File: src/rtl/serial_bus_arbiter.sv
// Round-robin arbiter sharing one serial link: 8-bit address out, 8-bit data in.
module serial_bus_arbiter #(
    parameter int unsigned NREQ = 4,
    parameter int unsigned HALF = 2
) (
    input  logic                CLK,
    input  logic                RST_N,
    input  logic [NREQ-1:0]     REQ,
    input  logic [8*NREQ-1:0]   ADDR_IN,
    output logic [NREQ-1:0]     GNT,
    output logic                BUSY,
    output logic                DONE,
    output logic [7:0]          RD_DATA,
    output logic                TX,
    output logic                SCLK,
    input  logic                RX
);

    localparam int unsigned LW = (NREQ > 1) ? $clog2(NREQ) : 1;
    localparam int unsigned DW = (HALF > 1) ? $clog2(HALF) : 1;

    typedef enum logic [1:0] {
        S_IDLE,
        S_ADDR,
        S_DATA,
        S_DONE
    } state_t;

    state_t          r_state, w_state;
    logic [DW-1:0]   r_div, w_div;
    logic [2:0]      r_bit, w_bit;
    logic            r_phase, w_phase;     // 0: SCLK low phase, 1: SCLK high phase
    logic [7:0]      r_addr, w_addr;
    logic [6:0]      r_shift, w_shift;     // data bits 0..6; bit 7 goes straight to RD_DATA
    logic [NREQ-1:0] r_gnt, w_gnt;
    logic            r_busy, w_busy;
    logic            r_done, w_done;
    logic [7:0]      r_rd, w_rd;
    logic            r_tx, w_tx;
    logic            r_sclk, w_sclk;
    logic [LW-1:0]   r_last, w_last;

    logic            w_found;
    logic [LW-1:0]   w_win;
    logic [7:0]      w_sel_addr;

    // Round-robin search starting just after the last winner
    always_comb begin
        w_found = 1'b0;
        w_win   = r_last;
        for (int unsigned i = 1; i <= NREQ; i++) begin
            if (!w_found && REQ[LW'((32'(r_last) + i) % NREQ)]) begin
                w_found = 1'b1;
                w_win   = LW'((32'(r_last) + i) % NREQ);
            end
        end
        w_sel_addr = ADDR_IN[{w_win, 3'b000} +: 8];
    end

    // Next-state and next-output logic
    always_comb begin
        w_state = r_state;
        w_div   = r_div;
        w_bit   = r_bit;
        w_phase = r_phase;
        w_addr  = r_addr;
        w_shift = r_shift;
        w_gnt   = r_gnt;
        w_busy  = r_busy;
        w_done  = 1'b0;
        w_rd    = r_rd;
        w_tx    = r_tx;
        w_sclk  = r_sclk;
        w_last  = r_last;
        case (r_state)
            S_IDLE: begin
                if (w_found) begin
                    w_state = S_ADDR;
                    w_addr  = w_sel_addr;
                    w_gnt   = NREQ'(1) << w_win;
                    w_busy  = 1'b1;
                    w_last  = w_win;
                    w_div   = '0;
                    w_bit   = 3'd0;
                    w_phase = 1'b0;
                    w_sclk  = 1'b0;
                    w_tx    = w_sel_addr[0];
                end
            end
            S_ADDR, S_DATA: begin
                if (r_div != DW'(HALF - 1)) begin
                    w_div = r_div + DW'(1);
                end else begin
                    w_div = '0;
                    if (!r_phase) begin
                        w_phase = 1'b1;
                        w_sclk  = 1'b1;
                    end else if (r_bit == 3'd7) begin
                        // Last bit of this byte: move to the next section
                        w_bit   = 3'd0;
                        w_phase = 1'b0;
                        w_tx    = 1'b0;
                        if (r_state == S_ADDR) begin
                            w_state = S_DATA;
                            w_sclk  = 1'b0;
                        end else begin
                            w_state = S_DONE;
                            w_done  = 1'b1;
                            w_rd    = {RX, r_shift};
                        end
                    end else begin
                        if (r_state == S_DATA) begin
                            w_shift[r_bit] = RX;
                        end
                        w_bit   = r_bit + 3'd1;
                        w_phase = 1'b0;
                        w_sclk  = 1'b0;
                        w_tx    = (r_state == S_ADDR) ? r_addr[3'(r_bit + 3'd1)] : 1'b0;
                    end
                end
            end
            S_DONE: begin
                w_state = S_IDLE;
                w_gnt   = '0;
                w_busy  = 1'b0;
            end
            default: begin
                w_state = S_IDLE;
            end
        endcase
    end

    // State and output registers
    always_ff @(posedge CLK or negedge RST_N) begin
        if (!RST_N) begin
            r_state <= S_IDLE;
            r_div   <= '0;
            r_bit   <= 3'd0;
            r_phase <= 1'b0;
            r_addr  <= 8'd0;
            r_shift <= 7'd0;
            r_gnt   <= '0;
            r_busy  <= 1'b0;
            r_done  <= 1'b0;
            r_rd    <= 8'd0;
            r_tx    <= 1'b0;
            r_sclk  <= 1'b1;
            r_last  <= LW'(NREQ - 1);
        end else begin
            r_state <= w_state;
            r_div   <= w_div;
            r_bit   <= w_bit;
            r_phase <= w_phase;
            r_addr  <= w_addr;
            r_shift <= w_shift;
            r_gnt   <= w_gnt;
            r_busy  <= w_busy;
            r_done  <= w_done;
            r_rd    <= w_rd;
            r_tx    <= w_tx;
            r_sclk  <= w_sclk;
            r_last  <= w_last;
        end
    end

    assign GNT     = r_gnt;
    assign BUSY    = r_busy;
    assign DONE    = r_done;
    assign RD_DATA = r_rd;
    assign TX      = r_tx;
    assign SCLK    = r_sclk;

endmodule
File: config.mk
export PLATFORM = sky130hd
export DESIGN_NAME = serial_bus_arbiter
export DESIGN_NICKNAME = d
export VERILOG_FILES = /design/src/rtl/serial_bus_arbiter.sv
export SDC_FILE = /design/constraint.sdc
export NUM_CORES = 1
export LEC_CHECK = 0
export CAP_MARGIN = 0
export CELL_PAD_IN_SITES_DETAIL_PLACEMENT = 1
export CELL_PAD_IN_SITES_GLOBAL_PLACEMENT = 2
export CORE_MARGIN = 5
export CORE_UTILIZATION = 31
export DETAILED_ROUTE_END_ITERATION = 12
export GPL_ROUTABILITY_DRIVEN = 0
export MAX_ROUTING_LAYER = met4
export PLACE_DENSITY = 0.85
export SYNTH_ARGS = -nofsm -noshare
export SYNTH_HDL_FRONTEND = slang
export SYNTH_SLANG_ARGS = --single-unit
File: constraint.sdc
create_clock -name CLK -period 2.3 [get_ports CLK]
set_input_delay 0.69 -clock CLK [delete_from_list [all_inputs] [get_ports CLK]]
set_output_delay 0.69 -clock CLK [all_outputs]
set_load 0.01 [all_outputs]
==> flow_summary.yaml <==
final_layout:
  utilization: 0.4256
  area_growth_pct: 35.26
  antennaDiodeCount: 0
  nFillCells: 867
  drive_gt1_frac: 0.2138
  layout.cells.non_filler: 406
  nNetsFinal: 350
power_and_ir_drop:
  p_leak_nw: 1.402
  peakVddDrop_uv: 600.2
  power_w: 0.003424
  p_per_area_nw_per_um2: 1052
clocking:
  post_cts_buffers: 0
  numCtsBuffers: 5
  clock_sinks: 40
  cts_resized: 0
  cts_max_level: 2
  root_buffer: "clkbuf_8"
  insertion_delay_ns: 0.30
  cts_hold_buf: 0
  cts_buffer_depth: 2
  path_clk_slew_ns: 0.09
  cts_tree: "built"
synthesis:
  syn_area_per_cell_sq_um: 10.28
  synth.cell_area_sq_um: 2406
  yosys-top-cells-count: "nand2_1 (44), dfrtp_1 (37), nand3_1 (18), mux2i_1 (11), o21ai_0 (11)"
  synth_area_leaders: "dfrtp_1 (38%), nand2_1 (6.9%), mux2i_1 (4.6%)"
  synth_warnings: 0
  synth_ff_type: "dfrtp_1"
  ys_ff_latch: 40
  synth_most_common_cell: "nand2_1"
  synth_edf_count: 0
  synth_top_area_frac: 0.3848
  synth_cells: 234
  synth_top_area_cell: "dfrtp_1"
  seq_area_frac_synth: 0.4176
  synth_nets: 281
  synth_cell_types: 53
  synthArstFlopShare: 1.000
critical_path:
  crit_buf_inv: 2
  slowest_stage: "clkdlybuf4s50_1"
  crit_type: "input port to flip-flop"
  crit_chain: "clkdlybuf4s50_1, nand2b_1, a21oi_1, nor3_4, buf_12, mux2i_1, o211ai_2"
  worstPathMaxFanout: 15
  cp-end-kind: "flip-flop"
  path_delay_family: "buffers and inverters"
  setup.worst_path.start_class: "input port"
  arrival_ns: 2.34
  required_ns: 2.48
  max_stage_delay_ns: 0.52
timing:
  finalWorstSetupSlack_ns: 0.1426
  worst_pin_slew_ns: 0.4117
  setup-violations-final: 0
  slew-limit-headroom: 0.7255
  fin_crit_ns: 2.157
  maxSlewViolCount: 0
  rsz0062_at_grt: "no"
  tns_ns: 0
  finalCritPeriodShare: 0.9380
  max_freq_ghz: 0.4635
  worst_clock_skew_ns: 0.01202
  hold_viol: 0
die:
  rows: 32
  core-area_sq_um: 7647
  die_area_sq_um: 9624
  initial_core_util: 0.3146
  die_h_microns: 98.10
  die_w_microns: 98.10
  io_pins: 55
routing:
  ant_nets: 0
  dr.pass1.iters: 4
  vias: 1927
  wl_per_cell_microns: 13.77
  routed_wl_microns: 5591
  dr.first_iter.drc_count: 35
  drc: 0
  post_drt_via_cell_ratio: 4.746
job:
  maxCapViolCount: 0
global_routing:
  grt_usage: 0.1279
  grt_first_pass_wirelength_microns: 9887
  antenna_found_initial: 0
  grt_max_degree: 19
  grt_pass1_vias: 2053
  overflow: 0
worst_hold_path:
  hp-class: "input port to async pin"
placed_design:
  port_buffers: 54
  dp_hpwl_microns: 4561
  dp.cells: 398
  pre_cts_ws_ns: -0.1905
outcome:
  status: "complete, no violations"
-- worst register-to-register path: stages (launching register included) --
cell     delay [ns]
dfrtp_1        0.45
ha_1           0.21
ha_1           0.21
and2b_1        0.22
nand4_1        0.12
or2_1          0.27
nor3_1         0.20
mux2_1         0.34
-- power by group --
part | total [W] | switching, W | leakage, nW | internal, W
logic | 0.00172 | 0.000843 | 0.868 | 0.000879
clock network | 0.000591 | 0.000264 | 0.0548 | 0.000327
registers | 0.00111 | 0.000189 | 0.479 | 0.000922
-- state kept, by name, indices dropped and copies added, names as in the netlist --
name / count
RD_DATA: 8
r_addr: 8
r_shift: 7
GNT: 4
r_bit: 3
r_last: 2
r_state: 2
BUSY: 1
DONE: 1
SCLK: 1
TX: 1
r_div: 1
r_phase: 1
-- worst paths after layout --
path / from / to / slack, ns / cells after the start
max in group asynchronous: RST_N / r_last[1]$_DFFE_PN1P_ / 1.37 / 2
min reg2reg: r_shift[1]$_DFFE_PN0P_ / RD_DATA[1]$_DFFE_PN0P_ / 0.47 / 2
max: REQ[2] / r_addr[3]$_DFFE_PN0P_ / 0.14 / 7
min: RST_N / DONE$_DFF_PN0_ / 0.31 / 1
max reg2reg: r_bit[1]$_DFFE_PN0P_ / r_shift[1]$_DFFE_PN0P_ / 0.16 / 7
min in group CLK: r_shift[1]$_DFFE_PN0P_ / RD_DATA[1]$_DFFE_PN0P_ / 0.47 / 2
-- cell usage in the layout (no fill, tap or decap), types with 2 or more instances in the layout --
cell,count
clkdlybuf4s50_1,53
nand2_1,44
dfrtp_1,37
buf_4,19
nand3_1,18
o21ai_0,11
mux2i_1,11
ha_1,8
nor2_1,7
mux2_4,7
o211ai_2,7
mux2_1,7
inv_1,5
nand2b_1,5
nand3_2,5
clkbuf_8,5
nor3_1,4
dfstp_2,3
inv_2,3
and2_1,2
a22o_1,2
o2bb2ai_1,2
a21o_1,2
nand4_1,2
o21ai_1,2
o211ai_1,2
mux4_2,2
-- area by class of cell --
| class | count | area [sq um] | area share |
|---|---|---|---|
| Tap cell | 102 | 127.6 | 0.03922 |
| Inverter | 9 | 33.78 | 0.01038 |
| Timing Repair Buffer | 74 | 698.2 | 0.2145 |
| Sequential cell | 40 | 1005 | 0.3087 |
| Clock buffer | 5 | 68.82 | 0.02115 |
| Clock inverter | 3 | 46.29 | 0.01423 |
| Multi-Input combinational cell | 173 | 1275 | 0.3918 |
-- per-stage QoR --
stage	cell area [sq um]	hold slack, ns
after floorplan	2406	0.3944
after CTS	3254	0.3089
after detailed placement	3139	0.4514
after global routing	3254	0.3187
final	3254	0.3069
after global placement	3139	0.4490
-- layer usage --
layer  GRT usage  vias up  wire length [microns]
li1            -      972                      -
met2      0.2026       48                   2652
met4     0.03834        0                     68
met1      0.1628      901                   2597
met5           -        -                      0
met3     0.03000        6                    273
-- kinds of logic (layout without fill, tap and decap cells) --
| kind of cell | count (synthesis) | after routing | synth area share |
|---|---|---|---|
| and+or+nand+nor | 97 | 97 | 0.2018 |
| buffers and inverters | 21 | 91 | 0.05512 |
| muxes | 27 | 27 | 0.1409 |
| DFF | 40 | 40 | 0.4176 |
| AOI/OAI and AO/OA | 41 | 41 | 0.1430 |
| adders and majority gates | 8 | 8 | 0.04160 |
No activity file was read; power rests on OpenSTA's default activity.
